<file path="src/rtl/viterbi_link_ctrl_pkg.sv">
// Shared widths and FSM encoding for the Viterbi link sequencer.
package viterbi_link_ctrl_pkg;

  localparam int ENC_W = 8;
  localparam int DEC_W = 4;

  typedef enum logic [2:0] {
    S_IDLE    = 3'd0,
    S_SEND    = 3'd1,
    S_WAIT_RX = 3'd2,
    S_DRAIN   = 3'd3,
    S_GAP     = 3'd4
  } state_t;

endpackage

</file>
<file path="src/rtl/viterbi_link_ctrl_rise_det.sv">
// Registered rising-edge detector: rise is high for the one cycle where x is high but was low.
module rise_det (
  input  logic clk,
  input  logic rst_n,
  input  logic x,
  output logic rise
);

  logic x_q;

  always_ff @(posedge clk) begin
    if (!rst_n) begin
      x_q <= 1'b0;
    end else begin
      x_q <= x;
    end
  end

  assign rise = x & ~x_q;

endmodule

</file>
<file path="src/rtl/viterbi_link_ctrl.sv">
// Sequencer for the Viterbi serial link: accepts an encoded word, runs the transmitter,
// waits for the receiver and hands the decoded nibble downstream, guarded by a watchdog.
module viterbi_link_ctrl
  import viterbi_link_ctrl_pkg::*;
#(
  parameter int TIMEOUT_CYC = 4096,
  parameter int CNT_W       = 16
) (
  input  logic             clk,
  input  logic             rst_n,
  input  logic             in_valid,
  input  logic [ENC_W-1:0] in_data,
  output logic             in_ready,
  output logic             tx_start,
  output logic [ENC_W-1:0] tx_data,
  input  logic             tx_done,
  output logic             rx_start,
  input  logic             rx_ready,
  input  logic [DEC_W-1:0] rx_data,
  output logic             out_valid,
  output logic [DEC_W-1:0] out_data,
  input  logic             out_ready,
  output logic             busy,
  output logic             timeout_err,
  output logic [CNT_W-1:0] frame_cnt
);

  localparam int WD_W = $clog2(TIMEOUT_CYC + 1);
  localparam logic [WD_W-1:0] WD_LAST = WD_W'(TIMEOUT_CYC - 1);

  state_t          state;
  logic [WD_W-1:0] wd_cnt;
  logic            tx_rise;
  logic            rx_rise;
  logic            wd_expired;

  rise_det u_tx_done_rise (
    .clk   (clk),
    .rst_n (rst_n),
    .x     (tx_done),
    .rise  (tx_rise)
  );

  rise_det u_rx_ready_rise (
    .clk   (clk),
    .rst_n (rst_n),
    .x     (rx_ready),
    .rise  (rx_rise)
  );

  assign wd_expired = (wd_cnt == WD_LAST);

  always_ff @(posedge clk) begin
    if (!rst_n) begin
      state       <= S_IDLE;
      wd_cnt      <= '0;
      in_ready    <= 1'b0;
      tx_start    <= 1'b0;
      tx_data     <= '0;
      rx_start    <= 1'b0;
      out_valid   <= 1'b0;
      out_data    <= '0;
      busy        <= 1'b0;
      timeout_err <= 1'b0;
      frame_cnt   <= '0;
    end else begin
      case (state)
        S_IDLE: begin
          if (in_valid && in_ready) begin
            tx_data  <= in_data;
            tx_start <= 1'b1;
            rx_start <= 1'b1;
            busy     <= 1'b1;
            in_ready <= 1'b0;
            wd_cnt   <= '0;
            state    <= S_SEND;
          end else begin
            in_ready <= 1'b1;
          end
        end

        S_SEND: begin
          wd_cnt <= wd_cnt + 1'b1;
          // A receiver result coinciding with tx done skips WAIT_RX entirely.
          if (tx_rise && rx_rise) begin
            out_data  <= rx_data;
            out_valid <= 1'b1;
            tx_start  <= 1'b0;
            state     <= S_DRAIN;
          end else if (tx_rise) begin
            state <= S_WAIT_RX;
          end else if (wd_expired) begin
            timeout_err <= 1'b1;
            tx_start    <= 1'b0;
            state       <= S_GAP;
          end
        end

        S_WAIT_RX: begin
          wd_cnt <= wd_cnt + 1'b1;
          if (rx_rise) begin
            out_data  <= rx_data;
            out_valid <= 1'b1;
            tx_start  <= 1'b0;
            state     <= S_DRAIN;
          end else if (wd_expired) begin
            timeout_err <= 1'b1;
            tx_start    <= 1'b0;
            state       <= S_GAP;
          end
        end

        S_DRAIN: begin
          if (out_ready) begin
            out_valid <= 1'b0;
            frame_cnt <= frame_cnt + 1'b1;
            state     <= S_GAP;
          end
        end

        // One dead cycle forces a visible tx_start low between consecutive words.
        S_GAP: begin
          busy     <= 1'b0;
          in_ready <= 1'b1;
          state    <= S_IDLE;
        end

        default: begin
          tx_start  <= 1'b0;
          out_valid <= 1'b0;
          busy      <= 1'b0;
          in_ready  <= 1'b0;
          state     <= S_IDLE;
        end
      endcase
    end
  end

endmodule

</file>
<file path="config.mk">
export PLATFORM = sky130hd
export DESIGN_NAME = viterbi_link_ctrl
export DESIGN_NICKNAME = d
export VERILOG_FILES = /design/src/rtl/viterbi_link_ctrl_pkg.sv /design/src/rtl/viterbi_link_ctrl_rise_det.sv /design/src/rtl/viterbi_link_ctrl.sv
export SDC_FILE = /design/constraint.sdc
export NUM_CORES = 1
export LEC_CHECK = 0
export CAP_MARGIN = 40
export CORE_MARGIN = 2
export CORE_UTILIZATION = 45
export DETAILED_ROUTE_END_ITERATION = 10
export HOLD_SLACK_MARGIN = 0.15
export PLACE_DENSITY_LB_ADDON = 0.1
export SLEW_MARGIN = 20
export SYNTH_ARGS = -nofsm -noshare
export SYNTH_HDL_FRONTEND = slang
export SYNTH_SLANG_ARGS = --single-unit
</file>
<file path="constraint.sdc">
create_clock -name clk -period 1.5 [get_ports clk]
set_clock_uncertainty 0.15 [all_clocks]
set_input_delay 0.15 -clock clk [delete_from_list [all_inputs] [get_ports clk]]
set_output_delay 0.15 -clock clk [all_outputs]
set_load 0.05 [all_outputs]
</file>
==> impl_metrics.json, run 1 <==
{
  "crit_buf_inv": 2,
  "grtUsageTotal": 0.2423,
  "clkTransAtPathRegs_ns": 0.10,
  "yosys.area_share.adder": 0.01043,
  "synth-main-ff-cell": "dfxtp_1",
  "cts_tree": "yes",
  "status": "complete, but fails checks",
  "wl_per_cell_um": 16.94,
  "fin_crit_sh": 1.198,
  "slowest_delay_ns": 0.38,
  "slew_violations": 0,
  "cp.arrival_ns": 1.84,
  "die_w_um": 77.03,
  "clock_latency_ns": 0.31,
  "dpl.cell_count": 451,
  "worst_pin_slew_ns": 0.4137,
  "cts_buffer_depth": 2,
  "startpoint_type": "register",
  "gp_congestion": 0.8224,
  "yosysSeqAreaShare": 0.4338,
  "cts_max_level": 2,
  "vias": 2657,
  "cap_violations": 0,
  "drive_gt1_frac": 0.4681,
  "synth_async_sr_flop_share": 0,
  "first_pass_iters": 5,
  "fp.dieArea_mm2": 0.005933,
  "finalSetupTns_ns": -3.985,
  "yosys.area_share.simple": 0.2993,
  "area_growth_pct": 81.02,
  "routed_wl_um": 8099,
  "synthMuxAreaShare": 0.01668,
  "start_util": 0.4669,
  "fin_nets": 427,
  "grt_antenna_before_repair": 0,
  "vias_per_cell": 5.559,
  "worst_setup_path_end_kind": "register",
  "crit_chain": "buf_6, a21o_1, or3_4, buf_4, o21ai_1, a21oi_2",
  "yosys_register_bits": 52,
  "finalSetupViolCount": 32,
  "gr-total-overflow": 0,
  "synth_compound_gate_area_share": 0.1502,
  "critPathTopFamily": "compound AO/OA/AOI/OAI gates",
  "root_buffer": "clkbuf_8",
  "grt_max_degree": 21,
  "die_h_um": 77.03,
  "slew_headroom": 0.7217,
  "hold_viol_final": 0,
  "drt_iter0_markers": 123,
  "leakagePower_nw": 1.716,
  "ys_warn_count": 0,
  "violations": "negative setup slack",
  "synth_nets": 304,
  "fin_ws_ns": -0.2967,
  "dp_hpwl_um": 4943,
  "antenna_cells": 0,
  "power.density_mw_per_mm2": 781.7,
  "hold_class": "primary input to register",
  "drc": 0,
  "synth_cell_type_count": 54,
  "pin_count": 52,
  "cp_slowest_cell": "dfxtp_4",
  "rsz0062_at_grt": "true",
  "grt_pass1_wl_um": 11590,
  "peakVddDrop_uv": 604.1,
  "fmax_mhz": 556.6,
  "stdcell_count": 478,
  "synth_top_family_by_area": "simple AND/OR/NAND/NOR gates",
  "coreArea_mm2": 0.005140,
  "cts_inserted_buffers": 5,
  "ant_nets": 0,
  "synthesis.area_mm2": 0.002400,
  "total_power_mw": 3.396,
  "clock_sinks": 52,
  "synthCells": 284,
  "crit_fanout": 6,
  "io_buffers": 51,
  "synth-xor-area-share": 0.05109,
  "required_ns": 1.55,
  "rows": 26,
  "period_needed_ns": 1.797,
  "synth.avg_cell_area_um2": 8.450,
  "worst-setup-path-type": "register to register",
  "synth_edf_count": 0,
  "grt_pass1_vias": 2565
}
per-stage QoR:
step / utilization / cell area [um2] / hold WS (ns) / worst slack [ns]
floorplan: - / 2482 / 0.1217 / -0.1168
global placement: 0.7400 / 3804 / 0.3289 / -0.2926
detailed placement: 0.7400 / 3804 / 0.3375 / -0.3347
CTS: 0.7885 / 4053 / 0.2174 / -0.1868
global route: 0.8452 / 4344 / 0.2420 / -0.3780
finish: 0.8452 / 4344 / 0.2272 / -0.2967
repair_timing:
item / in CTS / in global routing
pin swaps: 13 / 20
endpoints found under the setup margin: 46 / 47
cloned: 0 / 1
resized for setup: 22 / 63
hold buffers: 0 / 0
setup buffers: 7 / 13
cell usage in the layout (no fill, tap or decap), drive strengths merged, types with 5 or more instances in the layout:
cell type / count
inv: 5
or3: 11
and2: 5
nand2: 33
xnor2: 7
o21ai: 12
nor2: 28
a21oi: 25
clkdlybuf4s50: 17
nand4: 9
buf: 112
dfxtp: 52
nand3: 13
clkbuf: 7
nand2b: 7
xor2: 7
layer usage:
metal | vias to the layer above | global-route usage | part of all wire | routed length [um]
li1 | 1254 | - | - | -
met1 | 1286 | 0.2731 | 0.39 | 3171
met4 | 0 | 0.09821 | 0.018 | 144
met2 | 99 | 0.4386 | 0.54 | 4346
met3 | 18 | 0.05647 | 0.054 | 436
met5 | - | 0 | 0 | 0
cell usage after synthesis, types with 5 or more instances:
cell,n,area share
xnor2_1,7,0.026
nand2_1,33,0.052
or3_1,10,0.026
nand3_1,13,0.027
clkbuf_1,6,0.0094
nand2b_1,7,0.018
nor2_1,28,0.044
buf_2,5,0.010
dfxtp_1,52,0.43
a21oi_1,24,0.050
o21ai_0,12,0.025
xor2_1,7,0.026
nand4_1,8,0.021
final timing paths:
| path | start | to | slack (ns) | cells past startpoint |
|---|---|---|---|---|
| max | state[1] | wd_cnt[8] | -0.30 | 6 |
| min reg2reg | tx_data[4] | tx_data[4] | 0.35 | 2 |
| max reg2reg | state[1] | wd_cnt[8] | -0.30 | 6 |
| min | in_data[2] | tx_data[2] | 0.23 | 3 |
layout make-up:
| type | instances | area (um2) |
|---|---|---|
| Clock inverter | 1 | 5.005 |
| Sequential cell | 52 | 1094 |
| Inverter | 5 | 18.77 |
| Multi-Input combinational cell | 214 | 1510 |
| Clock buffer | 7 | 97.59 |
| Fill cell | 302 | 795.8 |
| Tap cell | 70 | 87.58 |
| Timing Repair Buffer | 129 | 1531 |
logic make-up (layout without fill, tap and decap cells):
kind of cell / count (synthesis) / after routing
adders and majority gates: 2 / 2
buffers and inverters: 19 / 142
muxes: 4 / 4
DFF: 52 / 52
and+or+nand+nor: 135 / 136
AOI/OAI and AO/OA: 58 / 58
xor gates and xnor gates: 14 / 14
tightest hold or removal path, stage by stage:
cell and delay (ns):
clkdlybuf4s50_1 0.40, nand2_1 0.05, a21oi_1 0.05
sequential cells by signal, indices dropped and copies added, names as in the netlist:
signal	count
wd_cnt	13
tx_start	1
u_rx_ready_rise.x_q	1
out_valid	1
state	3
u_tx_done_rise.x_q	1
tx_data	8
timeout_err	1
in_ready	1
busy	1
out_data	4
frame_cnt	16
rx_start	1
power by group:
group | total (mW) | internal (mW) | leakage (nW) | switching, mW
clock | 0.906 | 0.429 | 0.0534 | 0.477
combinational | 1.00 | 0.514 | 1.23 | 0.491
sequential | 1.49 | 1.42 | 0.435 | 0.0619
total | 3.40 | 2.37 | 1.72 | 1.03
Power figures use the tool's default switching activity.
==> inputs of run 2 (changes only) <==
--- a/config.mk
+++ b/config.mk
@@ -7,10 +7,10 @@
 export LEC_CHECK = 0
 export CAP_MARGIN = 40
 export CORE_MARGIN = 2
-export CORE_UTILIZATION = 45
+export CORE_UTILIZATION = 26
 export DETAILED_ROUTE_END_ITERATION = 10
 export HOLD_SLACK_MARGIN = 0.15
-export PLACE_DENSITY_LB_ADDON = 0.1
+export PLACE_DENSITY = 0.49
 export SLEW_MARGIN = 20
 export SYNTH_ARGS = -nofsm -noshare
 export SYNTH_HDL_FRONTEND = slang
==> run 2 against run 1 <==
Compared with the run above:
- the flow still finishes with violations (negative setup slack)
- total power decreased by 6.7%
- worst hold slack improved by 0.00083 ns
- worst setup slack improved by 0.15 ns
- first-iteration DRC count decreased by 69%
- sequential share of layout area increased by 0.39 points
- largest cell class is now multi-input combinational cells
- largest power group unchanged
==> impl_metrics.json, run 2 (synthesis gave the netlist of run 1 again) <==
{
  "slew_headroom": 0.7915,
  "largest_register": "frame_cnt",
  "fin_crit_sh": 1.095,
  "gr-usage-met1": 0.1785,
  "cap_violations": 0,
  "hold-path-endpoint": "tx_data[0]",
  "crit_chain": "a21o_1, or3_4, or3_1, a21oi_1",
  "min_from": "in_data[0]",
  "cts_max_level": 2,
  "peakVddDrop_uv": 369.9,
  "required_ns": 1.59,
  "met2_usage": 0.2360,
  "worst_pin_slew_ns": 0.3128,
  "pin_count": 52,
  "slew_violations": 0,
  "min_delay_path_depth": 3,
  "rsz0062_at_grt": "true",
  "crit_fanout": 8,
  "routed_wl_um": 6739,
  "finalSetupViolCount": 22,
  "largest_reg_flops": 16,
  "grt_pass1_vias": 2402,
  "grt_antenna_before_repair": 0,
  "cp.arrival_ns": 1.73,
  "gr-usage-met3": 0.02994,
  "grt_pass1_wl_um": 11260,
  "drive_gt1_frac": 0.4489,
  "fin_nets": 420,
  "hold_class": "primary input to register",
  "clock_sinks": 52,
  "period_needed_ns": 1.643,
  "reg_top3": "frame_cnt: 16 flops, wd_cnt: 13 flops, tx_data: 8 flops",
  "first_pass_iters": 4,
  "wl_per_cell_um": 13.16,
  "dp_hpwl_um": 4970,
  "r2r_setup_slack_ns": -0.14,
  "final_core_util": 0.4691,
  "crit_buf_inv": 0,
  "cp_slowest_cell": "dfxtp_4",
  "layout_common_cells": "buf_4, buf_12, nand2_1, dfxtp_1, nor2_1",
  "fin_ws_ns": -0.1425,
  "worst-setup-path-type": "register to register",
  "gp_congestion": 0.7943,
  "cts_tree": "yes",
  "fillCellCount": 888,
  "antenna_cells": 0,
  "root_buffer": "clkbuf_8",
  "grtUsageTotal": 0.1390,
  "vias_per_cell": 4.764,
  "reg2reg_to": "wd_cnt[8]",
  "vias": 2439,
  "gr-total-overflow": 0,
  "area_growth_pct": 78.05,
  "leakagePower_nw": 1.633,
  "rows": 35,
  "startpoint_type": "register",
  "cts_inserted_buffers": 5,
  "critPathTopFamily": "simple AND/OR/NAND/NOR gates",
  "io_buffers": 51,
  "fmax_mhz": 608.8,
  "cts_buffer_depth": 2,
  "final_common_cell": "buf_4",
  "die_w_um": 100.1,
  "hold_viol_final": 0,
  "worst_setup_path_end_kind": "register",
  "ant_nets": 0,
  "drt_iter0_markers": 38,
  "clkTransAtPathRegs_ns": 0.10,
  "drc": 0,
  "die_h_um": 100.1,
  "regArea_mm2": 0.001092,
  "status": "complete, but fails checks",
  "reg2reg_from": "state[1]",
  "grt_max_degree": 28,
  "top_usage_layer": "met2",
  "r2r_cells": 4,
  "slowest_delay_ns": 0.40,
  "start_util": 0.2635,
  "clock_latency_ns": 0.31,
  "violations": "negative setup slack",
  "fin_hold_ws_ns": 0.2280,
  "fp.dieArea_mm2": 0.01001,
  "power.density_mw_per_mm2": 741.5,
  "coreArea_mm2": 0.009109,
  "multiInputGateArea_mm2": 0.001504
}
run 2: power by group:
| part | switching (mW) | total [mW] | internal, mW |
|---|---|---|---|
| combinational | 0.418 | 0.873 | 0.455 |
| clock | 0.474 | 0.802 | 0.328 |
| sequential | 0.0696 | 1.49 | 1.42 |
run 2: how the worst max path moves through the flow:
| stage | from | endpoint | cells after the start |
|---|---|---|---|
| floorplan | in_ready | wd_cnt[7] | 5 |
| global placement | in_valid | wd_cnt[10] | 5 |
| detailed placement | in_valid | wd_cnt[10] | 5 |
| CTS | state[1] | wd_cnt[10] | 4 |
| global route | wd_cnt[1] | state[2] | 5 |
| finish | state[1] | wd_cnt[8] | 4 |
run 2: through the flow:
| step | std cells | instance area [um2] | setup TNS, ns | worst slack, ns | total power, mW |
|---|---|---|---|---|---|
| 6_report | 512 | 4273 | -1.553 | -0.1425 | 3.168 |
| 2_1_floorplan | 284 | 2482 | -0.8706 | -0.1168 | 1.885 |
| 3_3_place_gp | 493 | 3862 | -8.357 | -0.3108 | 2.282 |
| 5_1_grt | 512 | 4273 | -3.726 | -0.1906 | 3.328 |
| 4_1_cts | 509 | 4125 | -1.375 | -0.1491 | 3.159 |
| 3_5_place_dp | 493 | 3862 | -9.044 | -0.3682 | 2.286 |
run 2: repair_timing:
item	in CTS	in global routing
resized for setup	29	29
setup endpoints to repair	44	40
setup buffers	8	3
hold buffers	0	0
pin swaps	13	23
run 2: per-layer routing:
layer | vias up | part of all wire | wire length, um
met3 | 10 | 0.044 | 295
met4 | 0 | 0.011 | 77
met5 | - | 0 | 0
li1 | 1239 | - | -
met2 | 50 | 0.49 | 3309
met1 | 1140 | 0.45 | 3056
run 2: final cells by class:
class | count | area share
multi-input cells | 213 | 0.3520
repair buffers | 123 | 0.3356
flip-flops and latches | 52 | 0.2556
well taps | 111 | 0.03250
clock buffers | 6 | 0.01698
inverters | 5 | 0.004392
clock inverters | 2 | 0.002928
run 2: worst min-delay path, stage by stage:
cell,delay (ns)
clkdlybuf4s50_1,0.39
nand2_1,0.05
a21oi_1,0.05
==> inputs of run 3 (changes only) <==
--- a/config.mk
+++ b/config.mk
@@ -10,7 +10,7 @@
 export CORE_UTILIZATION = 26
 export DETAILED_ROUTE_END_ITERATION = 10
 export HOLD_SLACK_MARGIN = 0.15
-export PLACE_DENSITY = 0.49
+export PLACE_DENSITY = 0.48
 export SLEW_MARGIN = 20
 export SYNTH_ARGS = -nofsm -noshare
 export SYNTH_HDL_FRONTEND = slang
==> constraint.sdc (replaced) <==
create_clock -name clk -period 1.8 [get_ports clk]
set_clock_uncertainty 0.15 [all_clocks]
set_input_delay 0.18 -clock clk [delete_from_list [all_inputs] [get_ports clk]]
set_output_delay 0.18 -clock clk [all_outputs]
set_load 0.05 [all_outputs]
==> run 3 against run 2 <==
Compared with the run above:
- the flow now finishes without violations
- worst hold slack improved by 0.033 ns
- first-iteration DRC count up 24%
- via count shrank 7.8%
- non-clock buffer count shrank 34
- sequential power is 17% lower
- cell count down 6.8%
- combinational power is 40% lower
- global-route usage shrank 1.5 points
- register-to-register slack better by 0.24 ns
- flip-flop and latch count unchanged
- wire length shrank 9.7%
- total power shrank 24%
- critical path type unchanged
- critical endpoint is now frame_cnt[14]
- highest routed layer unchanged
==> impl_metrics.json, run 3 (synthesis gave the netlist of run 1 again) <==
{
  "finalSetupViolCount": 0,
  "start_util": 0.2635,
  "crit_buf_inv": 0,
  "min_from": "in_data[7]",
  "required_ns": 1.89,
  "startpoint_type": "register",
  "ctsHoldBuffers": 0,
  "slowest_delay_ns": 0.39,
  "final_common_cell": "buf_4",
  "antenna_cells": 0,
  "cts_buffer_depth": 2,
  "drc": 0,
  "dp_hpwl_um": 4643,
  "fillCellCount": 954,
  "slew_headroom": 0.7484,
  "grt_pass1_wl_um": 10070,
  "io_buffers": 51,
  "fin_hold_ws_ns": 0.2608,
  "routed_wl_um": 6083,
  "pin_count": 52,
  "crit_cells": 5,
  "slew_violations": 0,
  "gp_congestion": 0.7639,
  "peakVddDrop_uv": 347.8,
  "r2r_cells": 5,
  "wl_per_cell_um": 12.75,
  "fp.dieArea_mm2": 0.01001,
  "grt_antenna_before_repair": 0,
  "critPathTopFamily": "simple AND/OR/NAND/NOR gates",
  "power.density_mw_per_mm2": 733.5,
  "root_buffer": "clkbuf_8",
  "largest_register": "frame_cnt",
  "fmax_mhz": 586.9,
  "grt_pass1_vias": 2104,
  "cts_tree": "yes",
  "first_pass_iters": 4,
  "cts_max_level": 2,
  "worst_pin_slew_ns": 0.3763,
  "fin_nets": 386,
  "total_power_mw": 2.420,
  "crit_chain": "ha_1, and3b_2, nand4_1, or3_1, a21oi_1",
  "clkTransAtPathRegs_ns": 0.10,
  "period_needed_ns": 1.704,
  "largest_reg_flops": 16,
  "reg2reg_to": "frame_cnt[14]",
  "gr-total-overflow": 0,
  "coreArea_mm2": 0.009109,
  "reg_top3": "frame_cnt: 16 flops, wd_cnt: 13 flops, tx_data: 8 flops",
  "hold_class": "primary input to register",
  "cp.arrival_ns": 1.80,
  "grt_max_degree": 31,
  "die_h_um": 100.1,
  "clock_sinks": 52,
  "hold_viol_final": 0,
  "cap_violations": 0,
  "r2r_setup_slack_ns": 0.1,
  "clock_latency_ns": 0.31,
  "drive_gt1_frac": 0.2814,
  "status": "finished, final reports clean",
  "drt_iter0_markers": 47,
  "vias_per_cell": 4.715,
  "cts_inserted_buffers": 5,
  "vias": 2249,
  "worst_setup_path_end_kind": "register",
  "rows": 35,
  "worst-setup-path-type": "register to register",
  "grtUsageTotal": 0.1237,
  "leakagePower_nw": 1.325,
  "cp-startpoint": "frame_cnt[0]",
  "fin_crit_sh": 0.9466,
  "crit_path_end": "frame_cnt[14]",
  "crit_fanout": 5,
  "reg2reg_from": "frame_cnt[0]",
  "layout_common_cells": "buf_4, dfxtp_1, nand2_1",
  "ant_nets": 0,
  "area_growth_pct": 37.49,
  "die_w_um": 100.1,
  "cp_slowest_cell": "dfxtp_4"
}
## run 3: cell types whose count changed in the layout (fill, tap and decap cells not counted), sizes merged
cell / change
buf: -34
clkbuf: -1
## run 3: repair_timing
item / 4_1_cts / 5_1_grt
gates resized for setup: 0 / 7
endpoints found under the hold margin: 0 / 0
setup buffers: 0 / 1
endpoints found under the setup margin: 0 / 17
## run 3: final cells by class
class	count	area (um2)	share of cell area
clock buffers	5	68.82	0.02086
inverters	5	18.77	0.005688
well taps	111	138.9	0.04209
repair buffers	89	723.2	0.2192
clock inverters	2	12.51	0.003792
flip-flops and latches	52	1059	0.3208
multi-input cells	213	1279	0.3876
## run 3: power breakdown
group / total [mW] / switching, mW / internal (mW)
sequential: 1.23 / 0.0409 / 1.19
combinational: 0.523 / 0.297 / 0.226
clock: 0.663 / 0.398 / 0.265
total: 2.42 / 0.735 / 1.68
## run 3: worst min-delay path by stage
stage	cells after the start	end	slack, ns
after floorplan	1	u_rx_ready_rise.x_q	0.15
after global placement	2	tx_data[3]	0.30
after detailed placement	2	tx_data[5]	0.30
after CTS	3	tx_data[7]	0.26
after global routing	3	tx_data[6]	0.26
final	3	tx_data[7]	0.26
## run 3: worst min-delay path, stage by stage
cell	delay, ns
clkdlybuf4s50_1	0.40
nand2_1	0.05
a21oi_1	0.05
## run 3: layer usage
metal  vias to the layer above  track usage  wire length [um]  share of wire
li1                       1171            -                 -              -
met1                      1027       0.1712              3100           0.51
met2                        47       0.1949              2645           0.43
met3                         4      0.02716               284          0.047
met4                         0      0.03477                52         0.0085
met5                         -            0                 0              0
## run 3: metrics by stage
stage           TNS (ns)  setup WS, ns  cell area [um2]  cells    util
3_5_place_dp     -0.7314       -0.1385             3192    469  0.3504
2_1_floorplan          0      0.005164             2411    284       -
4_1_cts                0       0.01171             3273    476  0.3593
5_1_grt        -0.007962     -0.007962             3299    477  0.3622
6_report               0       0.09606             3299    477  0.3622
3_3_place_gp     -0.5326       -0.1150             3192    469  0.3504
